==> src/rtl/tero_response_collector_if.sv <==
// Sequencer-to-collector bus plus the response valid/ready channel.
// master = sequencer/downstream side, slave = collector side.
interface tero_response_collector_if #(
  parameter int NUM_LOOPS  = 4,
  parameter int COUNT_BITS = 8,
  parameter int SEL_BITS   = $clog2(NUM_LOOPS-1)+1
);
  logic                   reset_puf;
  logic [SEL_BITS-1:0]    select_puf;
  logic                   enable_puf;
  logic                   store_response_puf;
  logic                   done;
  logic [COUNT_BITS-1:0]  osc_count;
  logic                   next_enable;
  logic [NUM_LOOPS/2-1:0] response;
  logic                   resp_valid;
  logic                   resp_ready;
  logic                   overrun;

  modport master (
    output reset_puf, select_puf, enable_puf,
    output store_response_puf, done, osc_count,
    output resp_ready,
    input  next_enable, response, resp_valid, overrun
  );

  modport slave (
    input  reset_puf, select_puf, enable_puf,
    input  store_response_puf, done, osc_count,
    input  resp_ready,
    output next_enable, response, resp_valid, overrun
  );
endinterface

==> src/rtl/tero_response_collector.sv <==
// TERO PUF response collector: accumulates per-loop oscillation counts,
// averages them into a table and compares loop pairs into a response word.
module tero_response_collector #(
  parameter int NUM_LOOPS        = 4,
  parameter int REPETITIONS_BITS = 13,
  parameter int COUNT_BITS       = 8,
  parameter int SEL_BITS         = $clog2(NUM_LOOPS-1)+1
) (
  input  logic clk,
  input  logic reset,
  tero_response_collector_if.slave bus
);
  localparam int ACC_BITS = COUNT_BITS + REPETITIONS_BITS;
  localparam int PAIRS    = NUM_LOOPS / 2;
  localparam int KW       = (PAIRS > 1) ? $clog2(PAIRS) : 1;
  localparam int SH       = REPETITIONS_BITS - 1;

  typedef enum logic [1:0] {
    COLLECT,
    COMPARE,
    OUTPUT,
    WAIT_IDLE
  } state_t;

  state_t state_q, state_d;
  logic en_q, done_q;
  logic [ACC_BITS-1:0] acc_q, acc_d;
  logic [REPETITIONS_BITS-1:0] cnt_q, cnt_d;
  logic [COUNT_BITS-1:0] avg_q [NUM_LOOPS];
  logic [COUNT_BITS-1:0] avg_d [NUM_LOOPS];
  logic [KW-1:0] k_q, k_d;
  logic [PAIRS-1:0] resp_q, resp_d;
  logic valid_q, valid_d;
  logic ovr_q, ovr_d;

  logic fall;
  logic [ACC_BITS:0] sum_w;
  logic [ACC_BITS-1:0] sum_sat;

  assign fall = en_q & ~bus.enable_puf;

  // sum_sat folds in a coincident falling-edge sample before saturation
  always_comb begin
    sum_w = {1'b0, acc_q}
          + {{(ACC_BITS+1-COUNT_BITS){1'b0}},
             (fall ? bus.osc_count : '0)};
    sum_sat = sum_w[ACC_BITS] ? '1 : sum_w[ACC_BITS-1:0];
  end

  always_comb begin
    state_d = state_q;
    acc_d   = acc_q;
    cnt_d   = cnt_q;
    avg_d   = avg_q;
    k_d     = k_q;
    resp_d  = resp_q;
    valid_d = valid_q;
    ovr_d   = ovr_q;
    unique case (state_q)
      COLLECT: begin
        if (fall) begin
          acc_d = sum_sat;
          cnt_d = cnt_q + 1'b1;
        end
        if (bus.store_response_puf) begin
          for (int i = 0; i < NUM_LOOPS; i++) begin
            if (bus.select_puf == SEL_BITS'(i))
              avg_d[i] = sum_sat[SH +: COUNT_BITS];
          end
          acc_d = '0;
          cnt_d = '0;
        end
        if (bus.reset_puf) begin
          acc_d = '0;
          cnt_d = '0;
        end
        if (bus.done && !done_q) begin
          state_d = COMPARE;
          k_d     = '0;
        end
      end
      COMPARE: begin
        for (int p = 0; p < PAIRS; p++) begin
          if (k_q == KW'(p))
            resp_d[p] = avg_q[2*p] > avg_q[2*p+1];
        end
        if (k_q == KW'(PAIRS-1)) begin
          state_d = OUTPUT;
          valid_d = 1'b1;
        end else begin
          k_d = k_q + 1'b1;
        end
      end
      OUTPUT: begin
        if (bus.resp_ready) begin
          valid_d = 1'b0;
          state_d = WAIT_IDLE;
        end
      end
      WAIT_IDLE: begin
        if (!bus.done) begin
          state_d = COLLECT;
          acc_d   = '0;
          cnt_d   = '0;
        end
      end
      default: state_d = COLLECT;
    endcase
    if (state_q != COLLECT &&
        (fall || bus.store_response_puf))
      ovr_d = 1'b1;
  end

  always_ff @(posedge clk or negedge reset) begin
    if (!reset) begin
      state_q <= COLLECT;
      en_q    <= 1'b0;
      done_q  <= 1'b0;
      acc_q   <= '0;
      cnt_q   <= '0;
      k_q     <= '0;
      resp_q  <= '0;
      valid_q <= 1'b0;
      ovr_q   <= 1'b0;
      for (int i = 0; i < NUM_LOOPS; i++)
        avg_q[i] <= '0;
    end else begin
      state_q <= state_d;
      en_q    <= bus.enable_puf;
      done_q  <= bus.done;
      acc_q   <= acc_d;
      cnt_q   <= cnt_d;
      k_q     <= k_d;
      resp_q  <= resp_d;
      valid_q <= valid_d;
      ovr_q   <= ovr_d;
      avg_q   <= avg_d;
    end
  end

  assign bus.next_enable = (state_q == COLLECT);
  assign bus.response    = resp_q;
  assign bus.resp_valid  = valid_q;
  assign bus.overrun     = ovr_q;
endmodule

==> src/flat_wrapper.sv <==
// flat-port wrapper written by rule: the top's interface ports become plain ports
module tero_response_collector_flat 
#(
  parameter int NUM_LOOPS        = 4,
  parameter int REPETITIONS_BITS = 13,
  parameter int COUNT_BITS       = 8,
  parameter int SEL_BITS         = $clog2(NUM_LOOPS-1)+1
)
  (clk, reset, bus_reset_puf, bus_select_puf, bus_enable_puf, bus_store_response_puf, bus_done, bus_osc_count, bus_resp_ready, bus_next_enable, bus_response, bus_resp_valid, bus_overrun);
  tero_response_collector_if #(.NUM_LOOPS(NUM_LOOPS), .COUNT_BITS(COUNT_BITS), .SEL_BITS(SEL_BITS)) bus_i ();
  input  logic clk;
  input  logic reset;
  input wire logic [$bits(bus_i.reset_puf)-1:0] bus_reset_puf;
  input wire logic [$bits(bus_i.select_puf)-1:0] bus_select_puf;
  input wire logic [$bits(bus_i.enable_puf)-1:0] bus_enable_puf;
  input wire logic [$bits(bus_i.store_response_puf)-1:0] bus_store_response_puf;
  input wire logic [$bits(bus_i.done)-1:0] bus_done;
  input wire logic [$bits(bus_i.osc_count)-1:0] bus_osc_count;
  input wire logic [$bits(bus_i.resp_ready)-1:0] bus_resp_ready;
  output wire logic [$bits(bus_i.next_enable)-1:0] bus_next_enable;
  output wire logic [$bits(bus_i.response)-1:0] bus_response;
  output wire logic [$bits(bus_i.resp_valid)-1:0] bus_resp_valid;
  output wire logic [$bits(bus_i.overrun)-1:0] bus_overrun;
  assign bus_i.reset_puf = bus_reset_puf;
  assign bus_i.select_puf = bus_select_puf;
  assign bus_i.enable_puf = bus_enable_puf;
  assign bus_i.store_response_puf = bus_store_response_puf;
  assign bus_i.done = bus_done;
  assign bus_i.osc_count = bus_osc_count;
  assign bus_i.resp_ready = bus_resp_ready;
  assign bus_next_enable = bus_i.next_enable;
  assign bus_response = bus_i.response;
  assign bus_resp_valid = bus_i.resp_valid;
  assign bus_overrun = bus_i.overrun;
  tero_response_collector #(.NUM_LOOPS(NUM_LOOPS), .REPETITIONS_BITS(REPETITIONS_BITS), .COUNT_BITS(COUNT_BITS), .SEL_BITS(SEL_BITS)) u_core (.clk(clk), .reset(reset), .bus(bus_i));
endmodule
==> config.mk <==
export PLATFORM = sky130hd
export DESIGN_NAME = tero_response_collector_flat
export DESIGN_NICKNAME = d
export VERILOG_FILES = /design/src/rtl/tero_response_collector_if.sv /design/src/rtl/tero_response_collector.sv /design/src/flat_wrapper.sv
export SDC_FILE = /design/constraint.sdc
export NUM_CORES = 1
export LEC_CHECK = 0
export CORE_MARGIN = 10
export CORE_UTILIZATION = 55
export DETAILED_ROUTE_END_ITERATION = 12
export PLACE_DENSITY = 0.75
export RECOVER_POWER = 50
export SYNTH_ARGS = -nofsm -noshare
export SYNTH_HDL_FRONTEND = slang
export SYNTH_SLANG_ARGS = --single-unit
==> constraint.sdc <==
create_clock -name clk -period 7.17 [get_ports clk]
set_input_delay 1.434 -clock clk [delete_from_list [all_inputs] [get_ports clk]]
set_output_delay 1.434 -clock clk [all_outputs]
set_load 0.005 [all_outputs]
==> flow_metrics.py <==
metrics = {
    "clocking": {
        "post_cts_resize_count": 0,
        "h-tree-depth": 3,
        "clkTransAtPathRegs_ns": 0.07,
        "numCtsBuffers": 9,
        "cts_hold_buf": 0,
        "cts_tree": "done",
        "cts_root_buffer": "clkbuf_8",
        "cts.sinks": 62,
        "clkLatencyLatePin_ns": 0.34,
        "postCtsSetupBuffers": 0,
        "clk_path_buf_depth": 2,
    },
    "critical_path": {
        "cp-end-kind": "register",
        "start_kind": "primary input",
        "cp_slowest_cell": "dlygate4sd3_1",
        "worstPathArrival_ns": 4.80,
        "critPathMaxFanout": 13,
        "cp_cell_sequence": "dlygate4sd3_1, nor2b_1, and2_1, ha_1, o211ai_1, or3_4, a211oi_4, and2_1, a21oi_1, o21ai_0",
        "worst_path_largest_cell_delay_ns": 0.55,
        "cp_data_required_time_ns": 7.42,
        "r2r-start": "u_core.en_q",
        "path_class": "in -> reg",
        "timing.critical_path.mode_cell": "and2_1",
        "regToRegSetupSlack_ns": 3.92,
        "critPathLaunch": "bus_enable_puf",
    },
    "floorplanning": {
        "design.die.area_um2": 10400,
        "die_h_um": 102,
        "rows": 29,
        "io_pins": 23,
        "start_util_pct": 57.3,
        "coreArea_um2": 6420,
        "die_x_um": 102,
    },
    "synth": {
        "yosysMostFrequentCell": "dfrtp_1",
        "yosysSeqAreaShare_pct": 42.2,
        "synth_area_leaders": "dfrtp_1 (42%), ha_1 (9.5%), mux2_2 (6.7%)",
        "synth_edf_count": 0,
        "netlist.area_leader.share_pct": 42.2,
        "syn_area_per_cell_um2": 9.66,
        "ys.flop_type": "dfrtp_1",
        "yosys-top-cells-count": "dfrtp_1 (62), a21oi_1 (41), nand2_1 (33)",
        "synth.distinct_cells": 49,
        "synth_seq_cells": 62,
        "syn-instance-count": 381,
        "synth_top_area_cell": "dfrtp_1",
        "yosys_warnings": 0,
        "synth_fp_nets": 428,
        "netlist_area_um2": 3680,
        "async_flop_share_pct": 100,
    },
    "placed_design": {
        "place_inst": 470,
        "place_area_um2": 3970,
        "gp_congestion": 0.861,
        "numPortBuffers": 22,
        "post-dp-hpwl_mm": 5.92,
    },
    "final_layout": {
        "fin_area_um2": 4180,
        "regArea_um2": 1550,
        "fill_cells": 528,
        "final_cells": 486,
        "syn2layout_area_growth_pct": 13.5,
        "multi_input_area_um2": 1990,
        "drive_above_1_share_pct": 12.2,
        "layout.nets": 451,
        "n_antenna_cell": 0,
    },
    "grt": {
        "track_usage_pct": 17.1,
        "grt_pass1_wl_mm": 14.1,
        "grt_pass1_vias": 2919,
        "grt_max_degree": 63,
        "gr-total-overflow": 0,
        "antenna_found_initial": 0,
    },
    "timing": {
        "fmax_ghz": 0.219,
        "min_period_over_period_pct": 63.6,
        "final.min_clock_period_ns": 4.56,
        "setup_viol_count_final": 0,
        "tightest_slew_ns": 3.38,
        "hold_slack_ns": 0.486,
        "rsz0062_at_grt": "no",
        "relSlewSlack_pct": -125,
        "fin_setup_tns_ns": 0,
        "skew_ns": 0.00856,
        "slew_violations": 63,
        "final_hold_viol_count": 0,
    },
    "route": {
        "drt_wl_total_mm": 8.29,
        "num_vias": 2962,
        "ant_nets": 0,
        "drc_errors": 0,
        "routedWlPerCell_um": 17.1,
        "drt_iter0_markers": 159,
        "firstDrtPassIters": 5,
        "vias_per_cell": 6.09,
    },
    "worst_hold_path": {
        "min_from": "u_core.avg_q[2]",
        "holdCritPathClass": "reg -> reg",
    },
    "power": {
        "power.leakage_nw": 1.91,
        "power.total_w": 0.00108,
        "ir_drop_mv": 0.151,
        "powerDensity_nw_per_um2": 260,
    },
    "run": {
        "maxCapViolCount": 1,
    },
    "outcome": {
        "status": "finished with violations",
        "violations": "capacitance limit, slew limit",
    },
}
[cells by family after synthesis]
family,Yosys count,synth area share (%)
AND/OR/NAND/NOR,103,14.1
AO/OA/AOI/OAI,118,20.2
multiplexers,25,7.82
adder cells (fa/ha/maj),29,10.1
flip-flops,62,42.2
XOR/XNOR,6,1.43
buffers and inverters,38,4.18
[placed cells by master, fill, tap and decap left out, types with 3 or more instances in the layout]
cell type,instances
a211oi_1,4
a21o_1,9
a21oi_1,41
a311oi_1,3
a31oi_1,6
and2_1,14
and3_1,5
clkbuf_8,9
clkdlybuf4s50_1,18
dfrtp_1,62
dlygate4sd3_1,3
ha_1,28
inv_1,25
mux2_2,22
nand2_1,33
nand2b_1,7
nand3_1,6
nand4_1,6
nor2_1,19
nor2b_1,3
nor3_1,3
o211ai_1,3
o21ai_0,32
o31ai_1,4
xnor2_1,4
[report_power, final]
part | internal, W | switching (W) | total (W)
Sequential | 0.000386 | 0.0000241 | 0.000410
Combinational | 0.000122 | 0.000213 | 0.000335
Clock | 0.000195 | 0.000144 | 0.000339
Total | 0.000703 | 0.000381 | 0.00108
[routing by layer]
metal	share of wire [%]	GRT usage, %
met1	46	22.3
met2	47	27.0
met3	5.1	3.06
met4	1.8	7.59
met5	0	0
[worst max-delay path: cells and delay by family]
family / cells / cell delay (ns)
adder cells (fa/ha/maj): 1 / 0.23
AO/OA/AOI/OAI: 4 / 1.00
AND/OR/NAND/NOR: 4 / 1.57
buffers and inverters: 1 / 0.55
[layout make-up]
| type | instances | area share (%) |
|---|---|---|
| clock buffer | 10 | 3.06 |
| timing repair buffer | 25 | 5.60 |
| multi-input combinational | 281 | 47.6 |
| tap | 77 | 2.31 |
| sequential | 62 | 37.2 |
| clock inverter | 6 | 2.07 |
| inverter | 25 | 2.25 |
[state kept, by name (all words and copies together), names as in the netlist]
name and cells:
u_core.state_q 2, u_core.k_q 1, u_core.acc_q 21, u_core.en_q 1
u_core.bus.overrun 1, u_core.bus.response 2, u_core.done_q 1, u_core.bus.resp_valid 1
u_core.avg_q 32
[final timing paths]
check | cells past startpoint | endpoint
worst min register to register | 2 | u_core.avg_q[2]
worst max-delay path | 10 | u_core.avg_q[0]
min in group asynchronous | 2 | u_core.acc_q[5]
worst max register to register | 9 | u_core.avg_q[0]
max in group asynchronous | 2 | u_core.avg_q[9]
worst min-delay path | 2 | u_core.avg_q[2]
[per-stage QoR]
step                util [%]  setup slack (ns)
CTS                     65.1              2.74
floorplan                  -              3.35
detailed placement      61.7              2.44
finish                  65.0              2.61
global route            65.0              2.29
global placement        61.7              2.52
Note: power is estimated with default switching activity, not from simulation.
